$ cat config.mk
export PLATFORM = sky130hd
export DESIGN_NAME = cordiv_regen_param
export DESIGN_NICKNAME = d
export VERILOG_FILES = /design/src/rtl/cordiv_regen_param.sv
export SDC_FILE = /design/constraint.sdc
export NUM_CORES = 1
export LEC_CHECK = 0
export CORE_UTILIZATION = 35
export CTS_BUF_LIST = sky130_fd_sc_hd__clkbuf_8
export DETAILED_ROUTE_END_ITERATION = 10
export SLEW_MARGIN = 20
export SYNTH_ARGS = -nofsm -noshare
export SYNTH_HDL_FRONTEND = slang
export SYNTH_SLANG_ARGS = --single-unit
$ cat constraint.sdc
create_clock -name clk -period 4.1 [get_ports clk]
set_clock_uncertainty 0.2 [all_clocks]
set_input_delay 0.41 -clock clk [delete_from_list [all_inputs] [get_ports clk]]
set_output_delay 0.41 -clock clk [all_outputs]
set_load 0.03 [all_outputs]
$ cat src/rtl/cordiv_regen_param.sv
// Correlated stochastic divider: saturating-counter bitstream regeneration
// feeding a CORDIV core with a selectable quotient history tap.
module cordiv_regen_param #(
  parameter int unsigned CNT_W      = 8,
  parameter int unsigned HIST_DEPTH = 4,
  parameter int unsigned SEL_W      = $clog2(HIST_DEPTH)
) (
  input  logic             clk,
  input  logic             rst_n,
  input  logic             en,
  input  logic             clr,
  input  logic             regen_en,
  input  logic [CNT_W-1:0] randnum,
  input  logic [SEL_W-1:0] sel,
  input  logic             dividend,
  input  logic             divisor,
  output logic             quotient,
  output logic [CNT_W-1:0] dividend_cnt,
  output logic [CNT_W-1:0] divisor_cnt
);

  // Counters start at mid-scale (probability 0.5); history starts as 1,0,1,0...
  localparam logic [CNT_W-1:0]      CNT_INIT  = {1'b1, {(CNT_W-1){1'b0}}};
  localparam logic [CNT_W-1:0]      CNT_MAX   = {CNT_W{1'b1}};
  localparam logic [CNT_W-1:0]      CNT_ZERO  = {CNT_W{1'b0}};
  localparam logic [HIST_DEPTH-1:0] HIST_INIT = {(HIST_DEPTH/2){2'b01}};

  logic [HIST_DEPTH-1:0] hist;
  logic [HIST_DEPTH-1:0] hist_shift_c;
  logic                  dvd_r_c;
  logic                  dvs_r_c;
  logic                  q_next_c;
  logic [CNT_W-1:0]      dividend_cnt_nxt_c;
  logic [CNT_W-1:0]      divisor_cnt_nxt_c;

  // Regenerated streams use the pre-update counter values
  always_comb begin
    dvd_r_c = dividend;
    dvs_r_c = divisor;
    if (regen_en) begin
      dvd_r_c = (dividend_cnt >= randnum);
      dvs_r_c = (divisor_cnt >= randnum);
    end
  end

  // CORDIV core: pass dividend when divisor fires, else replay a past quotient
  always_comb begin
    q_next_c     = dvs_r_c ? dvd_r_c : hist[sel];
    hist_shift_c = {hist[HIST_DEPTH-2:0], q_next_c};
  end

  // Saturating up/down counter updates
  always_comb begin
    dividend_cnt_nxt_c = dividend_cnt;
    divisor_cnt_nxt_c  = divisor_cnt;
    if (dividend) begin
      if (dividend_cnt != CNT_MAX) dividend_cnt_nxt_c = dividend_cnt + CNT_W'(1);
    end else begin
      if (dividend_cnt != CNT_ZERO) dividend_cnt_nxt_c = dividend_cnt - CNT_W'(1);
    end
    if (divisor) begin
      if (divisor_cnt != CNT_MAX) divisor_cnt_nxt_c = divisor_cnt + CNT_W'(1);
    end else begin
      if (divisor_cnt != CNT_ZERO) divisor_cnt_nxt_c = divisor_cnt - CNT_W'(1);
    end
  end

  always_ff @(posedge clk or negedge rst_n) begin
    if (!rst_n) begin
      dividend_cnt <= CNT_INIT;
      divisor_cnt  <= CNT_INIT;
    end else if (clr) begin
      dividend_cnt <= CNT_INIT;
      divisor_cnt  <= CNT_INIT;
    end else if (en) begin
      dividend_cnt <= dividend_cnt_nxt_c;
      divisor_cnt  <= divisor_cnt_nxt_c;
    end
  end

  // History advances only on divisor-1 cycles
  always_ff @(posedge clk or negedge rst_n) begin
    if (!rst_n) begin
      hist <= HIST_INIT;
    end else if (clr) begin
      hist <= HIST_INIT;
    end else if (en && dvs_r_c) begin
      hist <= hist_shift_c;
    end
  end

  always_ff @(posedge clk or negedge rst_n) begin
    if (!rst_n) begin
      quotient <= 1'b0;
    end else if (clr) begin
      quotient <= 1'b0;
    end else if (en) begin
      quotient <= q_next_c;
    end
  end

endmodule

==> metrics.csv, run 1 <==
stage,metric,value,unit
outcome,status,"finished, final reports clean",
clocking,clk_latency,0.26,ns
routing,drtIter0Drc,94,
timing,rsz0062_at_grt,false,
pwr,ir_worst_vdd,0.000165,V
grt,grt_remaining_overflow,0,
grt,grt_pass1_wl,8.95,mm
worst_setup_path,worstPathRequired,4.07,ns
worst_setup_path,crit_path_end_kind,flop,
die,ioPinCount,34,
synthesis,avgSynthCellArea,8.59,µm²
pwr,swShare,41.7,%
clocking,clock-root-buffer,clkbuf_8,
routing,drc,0,
clocking,postCtsSetupBuffers,0,
cells_and_area,stdcell_count,347,
worst_setup_path,path_max_fanout,9,
die,core,5610,µm²
place,hpwl,3.95,mm
routing,routed_wl,5.25,mm
pwr,clockPowerShare,16.0,%
timing,min_period_over_period,72.0,%
routing,vias_per_cell,5.60,
timing,finalHoldViolations,0,
timing,finalSetupViolations,0,
synthesis,synth_seq_cells,21,
die,die_area,6200,µm²
synthesis,yosysWarnings,0,
die,die_w,78.8,µm
cells_and_area,insertedDiodeCount,0,
cells_and_area,area_delta_synth_final,22.6,%
clocking,cts.htree.levels,1,
timing,timing.fmax,0.339,GHz
die,row_count,27,
hold_path,hold_path_class,flop to flop,
clocking,cts_sinks,21,
cells_and_area,layout-drive-gt1-share,5.82,%
synthesis,syn_inst,240,
place,place.gp.congestion,0.769,
synthesis,async_flop_share,100,%
routing,drt_first_pass_iters,4,
pwr,p_seq_share,33.5,%
routing,drt.antenna.violating_nets,0,
synthesis,netlist_area,2060,µm²
clocking,clk_pin_slew_worst_paths,0.08,ns
cells_and_area,fin_nets,323,
die,start_util,36.8,%
routing,post_drt_wl_per_cell,15.1,µm
die,die_h,78.8,µm
clocking,cts_buffers,3,
clocking,cts_tree,yes,
timing,fin_crit,2.95,ns
synthesis,ys_seq_area_share,25.7,%
grt,antenna_found_initial,0,
timing,drv_slew,0,
pwr,intPower,0.509,mW
routing,vias,1944,
flow_run,drv_cap,0,
place,portBuffers,33,
cells_and_area,fill_cells,602,
worst_setup_path,crit_type,input port to flop,
pwr,p_per_area,346,nW/µm²
worst_setup_path,cp-start-kind,input port,
timing,worst_slew_margin_rel,48.0,%
synthesis,synth_edf_count,0,
timing,worst_pin_slew,0.769,ns
grt,grt_pass1_vias,1824,
pwr,p_sw,0.365,mW
grt,grt_usage,18.3,%
synthesis,synth_ff_type,dfrtp_1,
pwr,p_leak,1.12,nW
clocking,clockBufferDepth,2,
worst_setup_path,arrival,2.92,ns
timing,setup_tns,0,ns
pwr,pwr-share-comb,50.5,%
grt,grt_start_max_net_pins,22,
synthesis,synth_nets,287,
synthesis,synth_cell_types,48,
place,place_inst,342,
kinds of logic (layout without fill, tap and decap cells):
family,after synthesis,after routing,synth area share (%)
xor gates and xnor gates,4,4,1.70
and+or+nand+nor,80,80,20.8
buffers and inverters,26,61,4.91
muxes,10,10,5.64
AOI/OAI and AO/OA,69,69,22.3
adders and majority gates,30,30,18.9
DFF,21,21,25.7
worst max-delay path: stages:
cell	delay, ns
clkdlybuf4s50_1	0.63
inv_1	0.23
ha_1	0.35
a211oi_1	0.27
o21ai_0	0.14
a31oi_1	0.27
mux2_2	0.37
nor4_1	0.24
final timing paths:
path,slack [ns],endpoint,cells past startpoint,start
min reg2reg,0.32,hist[2],2,hist[2]
min,0.32,hist[2],2,hist[2]
max reg2reg,1.42,quotient,7,divisor_cnt[0]
max in group asynchronous,2.90,dividend_cnt[7],2,rst_n
min in group asynchronous,0.45,divisor_cnt[4],2,rst_n
max,1.15,divisor_cnt[7],8,divisor
state kept, by name (all words and copies together) (netlist names):
register / cells
hist: 4
quotient: 1
divisor_cnt: 8
dividend_cnt: 8
cells in the final DEF, fill, tap and decap left out, types with 4 or more instances in the layout:
cell and instances:
a31oi_1 4, nor2b_1 4, o21ai_0 19, inv_1 21
dfrtp_1 17, xnor2_1 4, o31ai_1 5, nor2_1 23
nand3_1 8, ha_1 28, dfstp_2 4, and3_1 4
clkdlybuf4s50_1 32, nor3_1 9, nand2b_1 8, nand2_1 7
a211oi_1 6, a21oi_1 9, mux2i_1 6, a21o_1 4
o21a_1 4
synthesized netlist by cell type (all sizes together) (3+ instances only):
cell | count | share of area (%)
and3 | 4 | 1.2
mux2i | 6 | 2.9
nand3 | 8 | 1.9
nor3 | 10 | 2.7
a21oi | 9 | 2.2
a21o | 4 | 1.5
o31ai | 5 | 1.8
o21ai | 19 | 4.6
buf | 3 | 0.73
inv | 20 | 3.6
ha | 28 | 17
xnor2 | 4 | 1.7
nor2b | 4 | 1.2
clkbuf | 3 | 0.55
a31oi | 4 | 1.2
mux2 | 3 | 1.6
nand2b | 8 | 2.4
dfrtp | 17 | 21
nand4 | 3 | 0.91
o21a | 4 | 1.5
nor4 | 3 | 0.91
nor2 | 23 | 4.2
a211oi | 6 | 2.2
nor3b | 3 | 1.1
nand2 | 7 | 1.3
dfstp | 4 | 5.1
power groups by stage:
stage | logic [mW] | registers (mW) | clock network (mW)
after floorplan | 0.258 | 0.331 | 0
after CTS | 0.442 | 0.293 | 0.146
after global placement | 0.432 | 0.297 | 0
final | 0.441 | 0.293 | 0.140
after global routing | 0.496 | 0.298 | 0.155
after detailed placement | 0.438 | 0.297 | 0
metrics by stage:
stage / total power [mW] / hold slack (ns) / setup WS [ns] / instance area [µm²] / util (%)
after floorplan: 0.588 / -0.0856 / 1.62 / 2060 / -
after global placement: 0.729 / 0.312 / 0.932 / 2480 / 44.2
after detailed placement: 0.734 / 0.314 / 0.899 / 2480 / 44.2
after CTS: 0.881 / 0.327 / 1.17 / 2520 / 45.0
after global routing: 0.950 / 0.358 / 0.933 / 2530 / 45.1
final: 0.874 / 0.321 / 1.15 / 2530 / 45.1
timing repair:
action / CTS / global route
hold endpoints to repair: 0 / 17
gates resized for setup: 0 / 0
hold buffers: 0 / 1
layer usage:
layer  up-vias  track usage (%)  part of all wire (%)
li1        978                -                     -
met1       923             27.5                    53
met2        41             28.4                    43
met4         0             2.78                  0.40
met5         -                0                     0
met3         2             2.07                   3.1
area by class of cell:
class / instances / area, µm² / share of cell area (%)
Multi-Input combinational cell: 193 / 1430 / 56.6
Sequential cell: 21 / 531 / 21.0
Timing Repair Buffer: 37 / 358 / 14.2
Tap cell: 72 / 90.1 / 3.56
Inverter: 20 / 75.1 / 2.97
Clock buffer: 3 / 41.3 / 1.63
Clock inverter: 1 / 3.75 / 0.148
Note: power is estimated with default switching activity, not from simulation.
==> run 2, diff against run 1 <==
- clock period: 4.1 -> 2.8 ns (I/O delays scaled with it)
==> run 2 against run 1 <==
Compared with the run above: wire length down 0.27%; sequential cell count unchanged; die area unchanged; critical path type unchanged; largest power group unchanged.
==> metrics.csv, run 2 (synthesis gave the netlist of run 1 again) <==
stage,metric,value,unit,change
routing,drtIter0Drc,117,,+24%
cells_and_area,fin_nets,338,,+4.6%
clocking,cts.htree.levels,1,,unchanged
routing,drt_first_pass_iters,4,,unchanged
timing,timing.fmax,0.405,GHz,
place,place.gp.congestion,0.813,,+5.7%
worst_setup_path,cp-start-kind,input port,,
cells_and_area,multi_input_area,1430,µm²,unchanged
cells_and_area,area_delta_synth_final,28.3,%,
place,hpwl,4.07,mm,+3.2%
grt,grt_pass1_wl,8.94,mm,about the same
routing,vias_per_cell,5.45,,-2.7%
timing,worst_pin_slew,0.559,ns,-0.210 ns
routing,post_drt_wl_per_cell,14.5,µm,-4.4%
worst_setup_path,path_max_fanout,3,,-6
pwr,p_per_area,496,nW/µm²,+44%
grt,antenna_found_initial,0,,unchanged
grt,grt_start_max_net_pins,22,,unchanged
clocking,clk_pin_slew_worst_paths,0.08,ns,about the same
clocking,cts_buffers,3,,unchanged
grt,use_met3,1.72,%,-0.34 points
pwr,p_leak,1.19,nW,+6.6%
timing,fin_crit,2.47,ns,
worst_setup_path,arrival,2.44,ns,-0.48 ns
timing,finalHoldViolations,0,,unchanged
hold_path,hold_path_class,input port to async pin,,
clocking,cts_sinks,21,,unchanged
outcome,status,"finished, final reports clean",,
routing,routed_wl,5.23,mm,-0.27%
cells_and_area,mostFrequentLayoutCell,clkdlybuf4s50_1,,
grt,grt_remaining_overflow,0,,unchanged
clocking,postCtsSetupBuffers,0,,unchanged
die,row_count,27,,unchanged
worst_setup_path,crit_type,input port to flop,,
worst_setup_path,reg2reg_slack,0.36,ns,-1.06 ns
clocking,clock-root-buffer,clkbuf_8,,
die,core,5610,µm²,unchanged
worst_setup_path,worstPathRequired,2.77,ns,-1.30 ns
cells_and_area,seq_area,531,µm²,unchanged
grt,met1_usage,26.7,%,-0.81 points
cells_and_area,final_area,2650,µm²,+4.6%
cells_and_area,layout_common_cells,"clkdlybuf4s50_1 (33), ha_1 (28), nor2_1 (23)",,
worst_setup_path,worstReg2RegStart,divisor_cnt[0],,
clocking,clockBufferDepth,2,,unchanged
timing,rsz0062_at_grt,false,,
worst_setup_path,crit_path_end_kind,flop,,
cells_and_area,insertedDiodeCount,0,,unchanged
flow_run,drv_cap,0,,unchanged
die,die_h,78.8,µm,unchanged
grt,grt-busiest-layer,met2,,
die,die_area,6200,µm²,unchanged
clocking,cts_hold_buf,0,,unchanged
routing,drt.antenna.violating_nets,0,,unchanged
place,place_area,2600,µm²,+4.8%
timing,drv_slew,0,,unchanged
clocking,cts_tree,yes,,
clocking,clk_latency,0.26,ns,about the same
grt,grt_usage,18.0,%,-0.27 points
die,die_w,78.8,µm,unchanged
routing,drc,0,,unchanged
timing,worst_slew_margin_rel,62.6,%,+15 points
die,ioPinCount,34,,unchanged
worst_setup_path,reg2reg_depth,8,,+1
cells_and_area,layout-drive-gt1-share,11.0,%,+5.2 points
cells_and_area,fill_cells,573,,-4.8%
timing,setup_tns,0,ns,unchanged
pwr,ir_worst_vdd,0.000243,V,+48%
grt,grt_pass1_vias,1896,,+3.9%
timing,min_period_over_period,88.2,%,
place,portBuffers,33,,unchanged
clocking,cts_resized,0,,unchanged
routing,vias,1973,,+1.5%
die,start_util,36.8,%,unchanged
grt,grt_use_met2,27.6,%,-0.87 points
cells_and_area,top_regs,"dividend_cnt (8), divisor_cnt (8), hist (4)",,
worst_setup_path,worstReg2RegEnd,quotient,,
timing,finalSetupViolations,0,,unchanged
-- run 2: cell types whose count changed in the layout (fill, tap and decap cells not counted) --
cell,before,now
buf_4,3,19
buf_2,1,0
clkdlybuf4s50_1,32,33
clkinv_2,0,1
dlygate4sd3_1,1,0
inv_1,21,20
-- run 2: worst max-delay path by stage --
stage                        start               to  slack, ns
global placement           divisor   divisor_cnt[7]       0.09
floorplan           divisor_cnt[0]         quotient       0.32
finish                     divisor   divisor_cnt[7]       0.33
global route              dividend  dividend_cnt[7]       0.11
CTS                        divisor   divisor_cnt[7]       0.33
detailed placement         divisor   divisor_cnt[7]       0.06
-- run 2: per-layer routing --
| layer | routed length (µm) | part of all wire (%) | up-vias |
|---|---|---|---|
| met5 | 0 | 0 | - |
| met4 | 36 | 0.69 | 0 |
| met3 | 161 | 3.1 | 2 |
| met2 | 2190 | 42 | 40 |
| met1 | 2850 | 54 | 928 |
| li1 | - | - | 1003 |
-- run 2: area by class of cell --
type / count / share of cell area (%)
Tap cell: 72 / 3.41
Timing Repair Buffer: 52 / 17.9
Multi-Input combinational cell: 193 / 54.1
Clock buffer: 3 / 1.56
Sequential cell: 21 / 20.1
Inverter: 20 / 2.84
Clock inverter: 1 / 0.189
-- run 2: through the flow --
stage	instances	power (mW)	worst slack (ns)	util (%)	hold WS, ns
finish	362	1.31	0.330	47.2	0.163
floorplan	240	0.861	0.321	-	-0.216
CTS	362	1.32	0.327	47.2	0.167
global placement	358	1.10	0.0942	46.3	0.312
detailed placement	358	1.11	0.0578	46.3	0.321
global route	362	1.42	0.109	47.2	0.182
-- run 2: critical path, stage by stage --
cell	delay (ns)
clkdlybuf4s50_1	0.48
inv_1	0.08
ha_1	0.31
a211oi_1	0.28
o21ai_0	0.13
a31oi_1	0.27
mux2_2	0.37
nor4_1	0.24
-- run 2: report_power, final --
part	switching (mW)	leakage (nW)	internal, mW
Sequential	0.0761	0.266	0.352
Combinational	0.357	0.903	0.322
Clock	0.107	0.0255	0.0992
Total	0.540	1.19	0.773
